**src/rtl/ex_mem_dmem_stage.sv**
```systemverilog
// EX->MEM boundary stage: captures the EX bundle, runs the data-memory req/ack transaction
// for loads/stores, stalls upstream while a request is pending, and delivers a registered,
// valid-qualified result toward MEM/WB.
// Optional feature macro: EX_MEM_TIMEOUT_EN adds a WAIT-cycle watchdog that aborts a hung access.
module ex_mem_dmem_stage #(
    parameter int unsigned XLEN           = 32,
    parameter int unsigned REG_AW         = 5,
    parameter int unsigned TIMEOUT_CYCLES = 255
) (
    input  logic              clk,
    input  logic              Reset,
    input  logic              valid_ex,
    input  logic              flush,
    input  logic [1:0]        WB_ex,
    input  logic [1:0]        Mem_ex,
    input  logic [XLEN-1:0]   ALUResult_ex,
    input  logic [XLEN-1:0]   rs2Data_ex,
    input  logic [REG_AW-1:0] rdAddr_ex,
    output logic              stall_out,
    output logic              dmem_req,
    output logic              dmem_we,
    output logic [XLEN-1:0]   dmem_addr,
    output logic [XLEN-1:0]   dmem_wdata,
    input  logic              dmem_ack,
    input  logic [XLEN-1:0]   dmem_rdata,
    output logic              valid_mem,
    output logic [1:0]        WB_mem,
    output logic [XLEN-1:0]   ALUResult_mem,
    output logic [XLEN-1:0]   MemData_mem,
    output logic [REG_AW-1:0] rdAddr_mem,
    output logic              err_timeout
);

    typedef enum logic [0:0] {StIdle, StWait} state_e;

    state_e            state_q;
    logic              valid_q;
    logic [1:0]        wb_q;     // {MemtoReg, RegWrite}
    logic [1:0]        mem_q;    // {MemRead, MemWrite}
    logic [XLEN-1:0]   alu_q;
    logic [XLEN-1:0]   rs2_q;
    logic [REG_AW-1:0] rd_q;

    logic in_wait;
    logic memop_q;
    logic load_q;
    logic capture_memop;
    logic done;
    logic abort;

    assign in_wait       = (state_q == StWait);
    assign memop_q       = valid_q & (mem_q[1] | mem_q[0]);
    // Read+write together behaves as a write, so only a pure read returns data.
    assign load_q        = mem_q[1] & ~mem_q[0];
    assign capture_memop = valid_ex & ~flush & (Mem_ex[1] | Mem_ex[0]);
    assign stall_out     = in_wait & ~dmem_ack;
    assign done          = (~in_wait & valid_q & ~memop_q) | (in_wait & dmem_ack);

    assign dmem_req   = in_wait;
    assign dmem_we    = mem_q[0];
    assign dmem_addr  = alu_q;
    assign dmem_wdata = rs2_q;

`ifdef EX_MEM_TIMEOUT_EN
    localparam int unsigned CntW = $clog2(TIMEOUT_CYCLES + 1);

    logic [CntW-1:0] cnt_q;

    assign abort = in_wait & ~dmem_ack & (cnt_q == CntW'(TIMEOUT_CYCLES - 1));

    // Watchdog: restarts whenever the stage advances, counts ack-less WAIT cycles.
    always_ff @(posedge clk) begin
        if (Reset) begin
            cnt_q <= '0;
        end else if (!stall_out || abort) begin
            cnt_q <= '0;
        end else begin
            cnt_q <= cnt_q + CntW'(1);
        end
    end

    // One-cycle abort indication.
    always_ff @(posedge clk) begin
        if (Reset) begin
            err_timeout <= 1'b0;
        end else begin
            err_timeout <= abort;
        end
    end
`else
    logic unused_timeout;

    assign abort          = 1'b0;
    assign err_timeout    = 1'b0;
    assign unused_timeout = ^TIMEOUT_CYCLES;
`endif

    // Stage registers and IDLE/WAIT control; frozen while a request is pending.
    always_ff @(posedge clk) begin
        if (Reset) begin
            state_q <= StIdle;
            valid_q <= 1'b0;
            wb_q    <= '0;
            mem_q   <= '0;
            alu_q   <= '0;
            rs2_q   <= '0;
            rd_q    <= '0;
        end else if (!stall_out) begin
            state_q <= capture_memop ? StWait : StIdle;
            valid_q <= valid_ex & ~flush;
            wb_q    <= WB_ex;
            mem_q   <= Mem_ex;
            alu_q   <= ALUResult_ex;
            rs2_q   <= rs2Data_ex;
            rd_q    <= rdAddr_ex;
        end else if (abort) begin
            // Upstream is still held this cycle; the aborted op is retired below.
            state_q <= StIdle;
            valid_q <= 1'b0;
        end
    end

    // Result registers toward MEM/WB; bundle holds its last value between pulses.
    always_ff @(posedge clk) begin
        if (Reset) begin
            valid_mem     <= 1'b0;
            WB_mem        <= '0;
            ALUResult_mem <= '0;
            MemData_mem   <= '0;
            rdAddr_mem    <= '0;
        end else begin
            valid_mem <= done | abort;
            if (done) begin
                WB_mem        <= wb_q;
                ALUResult_mem <= alu_q;
                MemData_mem   <= (in_wait && load_q) ? dmem_rdata : '0;
                rdAddr_mem    <= rd_q;
            end else if (abort) begin
                WB_mem        <= {wb_q[1], 1'b0};
                ALUResult_mem <= alu_q;
                MemData_mem   <= '0;
                rdAddr_mem    <= rd_q;
            end
        end
    end

endmodule
```
**config.mk**
```make
export PLATFORM = sky130hd
export DESIGN_NAME = ex_mem_dmem_stage
export DESIGN_NICKNAME = d
export VERILOG_FILES = /design/src/rtl/ex_mem_dmem_stage.sv
export SDC_FILE = /design/constraint.sdc
export NUM_CORES = 1
export LEC_CHECK = 0
export ABC_AREA = 1
export CAP_MARGIN = 15
export CORE_UTILIZATION = 38
export CTS_CLUSTER_SIZE = 16
export DETAILED_ROUTE_END_ITERATION = 6
export DONT_BUFFER_PORTS = 1
export PLACE_DENSITY = 0.51
export SETUP_SLACK_MARGIN = 0.4
export SYNTH_ARGS = -nofsm -noshare
export SYNTH_HDL_FRONTEND = slang
export SYNTH_SLANG_ARGS = --single-unit
```
**constraint.sdc**
```tcl
create_clock -name clk -period 1.4 [get_ports clk]
set_input_delay 0.28 -clock clk [delete_from_list [all_inputs] [get_ports clk]]
set_output_delay 0.28 -clock clk [all_outputs]
set_load 0.03 [all_outputs]
```
==> impl_metrics.csv <==
group,metric,value,unit
synth,synthXorXnorAreaFrac,0,
pwr,power_frac_clock,0.416,
grt,grt_max_degree,46,
critical_path,critPathMaxFanout,5,
sta,finalSetupTns,-5.60,ps
synth,synth_top_family_by_area,"simple AND/OR/NAND/NOR gates",
die,row_count,46,
synth,synthAdderAreaFrac,0,
critical_path,r2r-end,"mem_q[1]",
pwr,intPower,0.00798,W
critical_path,rrSetupSlack,30,ps
critical_path,slowest_delay,360,ps
pwr,swShare,0.304,
synth,synth-seq-cells,147,
clock_tree,numCtsBuffers,17,
clock_tree,htreeDepth,4,
finish,num-nets-final,1025,
pwr,power.density,1180,mW/mm2
clock_tree,clkTransAtPathRegs,70,ps
route,drc_errors,0,
critical_path,rr_worst_depth,9,
synth,synth.distinct_cells,22,
synth,yosysWarningCount,0,
critical_path,start_kind,"flip-flop",
finish,final_cell_area,0.00975,mm2
synth,seq_area_frac_synth,0.462,
sta,fin_crit_sh,1.00,
job,drv_cap,0,
worst_hold_path,hold_start,"ALUResult_ex[14]",
pwr,pwr-share-comb,0.128,
die,die_area,0.0173,mm2
worst_hold_path,min_path_cells,2,
clock_tree,clk_latency,420,ps
synth,syn-cell-area,0.00637,mm2
finish,utilization,0.605,
critical_path,arrival,1130,ps
synth,synth_compound_area_frac,0.156,
sta,fin_crit,1410,ps
critical_path,worstSetupPathType,"reg2out",
sta,rsz0062_at_grt,"true",
clock_tree,cts_tree,"built",
sta,final-setup-viol-count,2,
finish,area_growth,53.2,%
grt,grt_pass1_wl,28.2,mm
critical_path,cp_data_required_time,1120,ps
placement,gp_congestion,0.795,
critical_path,path_cells,"inv_4 > nor2_4 > buf_12",
synth,syn-num-nets,976,
status,violations,"setup timing",
synth,yosys.area.top_type,"dfxtp_1",
clock_tree,root_buffer,"clkbuf_16",
grt,grtUsageTotal,0.205,
synth,synthTopCellsByArea,"dfxtp_1, nor2_1, a21oi_2",
placement,place_area,0.00666,mm2
sta,hold_viol,0,
synth,avgSynthCellArea,7.35,um2
route,wl,22.2,mm
sta,fmax,712,MHz
die,io_pins,250,
synth,synthSimpleGateAreaFrac,0.252,
sta,clock-skew-final,11.8,ps
clock_tree,cts_buffer_depth,2,
critical_path,slowest_stage,"dfxtp_4",
synth,synth_mux_area_frac,0,
finish,num-fill-cells,1350,
critical_path,reg2reg_from,"dmem_req",
die,initial_utilization,0.395,
route,drt_iter0_drc,221,
worst_hold_path,min_path_type,"in2reg",
clock_tree,cts_sinks,147,
worst_hold_path,hold_end,"dmem_addr[14]",
synth,syn_inst,866,
sta,slew_violations,0,
route,vias,5867,
placement,dp_slack,96.0,ps
pwr,vdd_drop_max,812,uV
placement,io_buffers,0,
route,drt_pass1_iterations,5,
sta,final.setup.worst_slack,-5.01,ps
finish,drive_above_1_share,0.503,
grt,antenna_found_initial,1,
die,fp.coreArea,0.0161,mm2
synth,synth_top_area_frac,0.462,
pwr,p_switching,0.00348,W
route,avgViaCountPerCell,5.12,
critical_path,endpoint_kind,"output pin",
placement,place.detailed.hpwl,10.8,mm
status,status,"finished with violations",
grt,grt_pass1_vias,5394,
route,postRouteAntennaNets,0,
route,wl_per_cell,19.4,um
grt,grt_overflow,0,
pwr,seqPwrFrac,0.456,
die,die_w,131,um
die,die_h,131,um
pwr,leakage,4.55,nW
[metal layers]
layer  part of all wire  vias to the layer above  global-route usage  wire, um
li1                   -                     2815                   -         -
met1               0.41                     2809               0.243      9190
met2               0.49                      212               0.333     11000
met3              0.071                       31              0.0787      1570
met4              0.020                        0              0.0769       440
met5                  0                        -                   0         0
[stage by stage]
stage                     hold slack, ps  power (W)  instances
after floorplan                      349    0.00603        866
after CTS                           5.87     0.0111       1098
after global routing               -3.45     0.0119       1145
after global placement               355    0.00621       1044
final                               1.75     0.0115       1145
after detailed placement             358    0.00626       1044
[placed cells by master, fill, tap and decap left out, types with 4 or more instances in the layout]
cell type,count
a21oi_4,6
nand3_2,57
buf_8,5
buf_12,19
buf_6,12
inv_6,4
clkbuf_16,39
o21ai_1,4
o21ai_2,48
nor2_1,227
dfxtp_1,9
o21ai_0,15
o21ai_4,7
buf_4,8
inv_1,105
buf_16,9
dlygate4sd3_1,18
clkinv_4,4
nand3_1,13
nor2_2,24
dfxtp_4,138
nand2_2,5
a21oi_2,66
nand2_1,66
[Yosys cell counts]
library cell	n
a21oi_1	4
a21oi_2	69
buf_1	2
buf_2	10
buf_4	3
buf_6	9
buf_8	7
clkbuf_1	32
clkbuf_4	1
conb_1	1
dfxtp_1	147
inv_1	105
inv_2	3
nand2_1	71
nand2_2	1
nand3_1	72
nand3_2	1
nor2_1	252
nor2_4	1
nor3_1	1
o21ai_0	72
o21ai_1	2
[power by group through the flow]
stage,sequential [W],combinational [W],clock [W]
2_1_floorplan,0.00528,0.000747,0
3_3_place_gp,0.00536,0.000856,0
3_5_place_dp,0.00536,0.000898,0
4_1_cts,0.00523,0.00106,0.00483
5_1_grt,0.00527,0.00161,0.00504
6_report,0.00523,0.00147,0.00477
[cell type report]
class	instances	area, um2	area share
multi-input combinational	548	3350	0.344
antenna	1	2.50	0.000257
clock inverter	13	175	0.0180
tap	216	270	0.0277
sequential	147	3460	0.355
timing repair buffer	93	1630	0.167
inverter	108	427	0.0438
clock buffer	19	433	0.0444
[what timing repair did]
item | CTS | global route
setup buffers | 6 | 4
hold buffers | 10 | 8
pin swaps | 47 | 82
endpoints found under the hold margin | 10 | 8
gates cloned | 6 | 34
endpoints found under the setup margin | 286 | 286
gates resized for setup | 337 | 196
[logic make-up (layout without fill, tap and decap cells)]
kind of cell           Yosys count  count (layout)
AND/OR/NAND/NOR                399             400
buffers and inverters          172             233
flip-flops                     147             147
other                            1               2
AO/OA/AOI/OAI                  147             147
[state kept, by name, summed over array words and instances (netlist names)]
name	flops
ALUResult_mem	32
MemData_mem	32
WB_mem	2
dmem_addr	32
dmem_req	1
dmem_wdata	32
mem_q	2
rdAddr_mem	5
rd_q	5
valid_mem	1
valid_q	1
wb_q	2
[critical path: cells and delay by family (launching register included)]
family / cells / cell delay, ps
flip-flops: 1 / 360
buffers and inverters: 2 / 200
AND/OR/NAND/NOR: 1 / 140
[worst max-delay path by stage]
| stage | startpoint | to | slack, ps | cells after the start |
|---|---|---|---|---|
| 6_report | dmem_req | stall_out | -5 | 3 |
| 3_3_place_gp | dmem_req | dmem_wdata[23] | 140 | 6 |
| 4_1_cts | dmem_req | stall_out | -9 | 3 |
| 5_1_grt | dmem_req | stall_out | -40 | 3 |
| 3_5_place_dp | dmem_req | dmem_wdata[6] | 100 | 6 |
| 2_1_floorplan | dmem_req | stall_out | 250 | 4 |
Note: power is estimated with default switching activity, not from simulation.
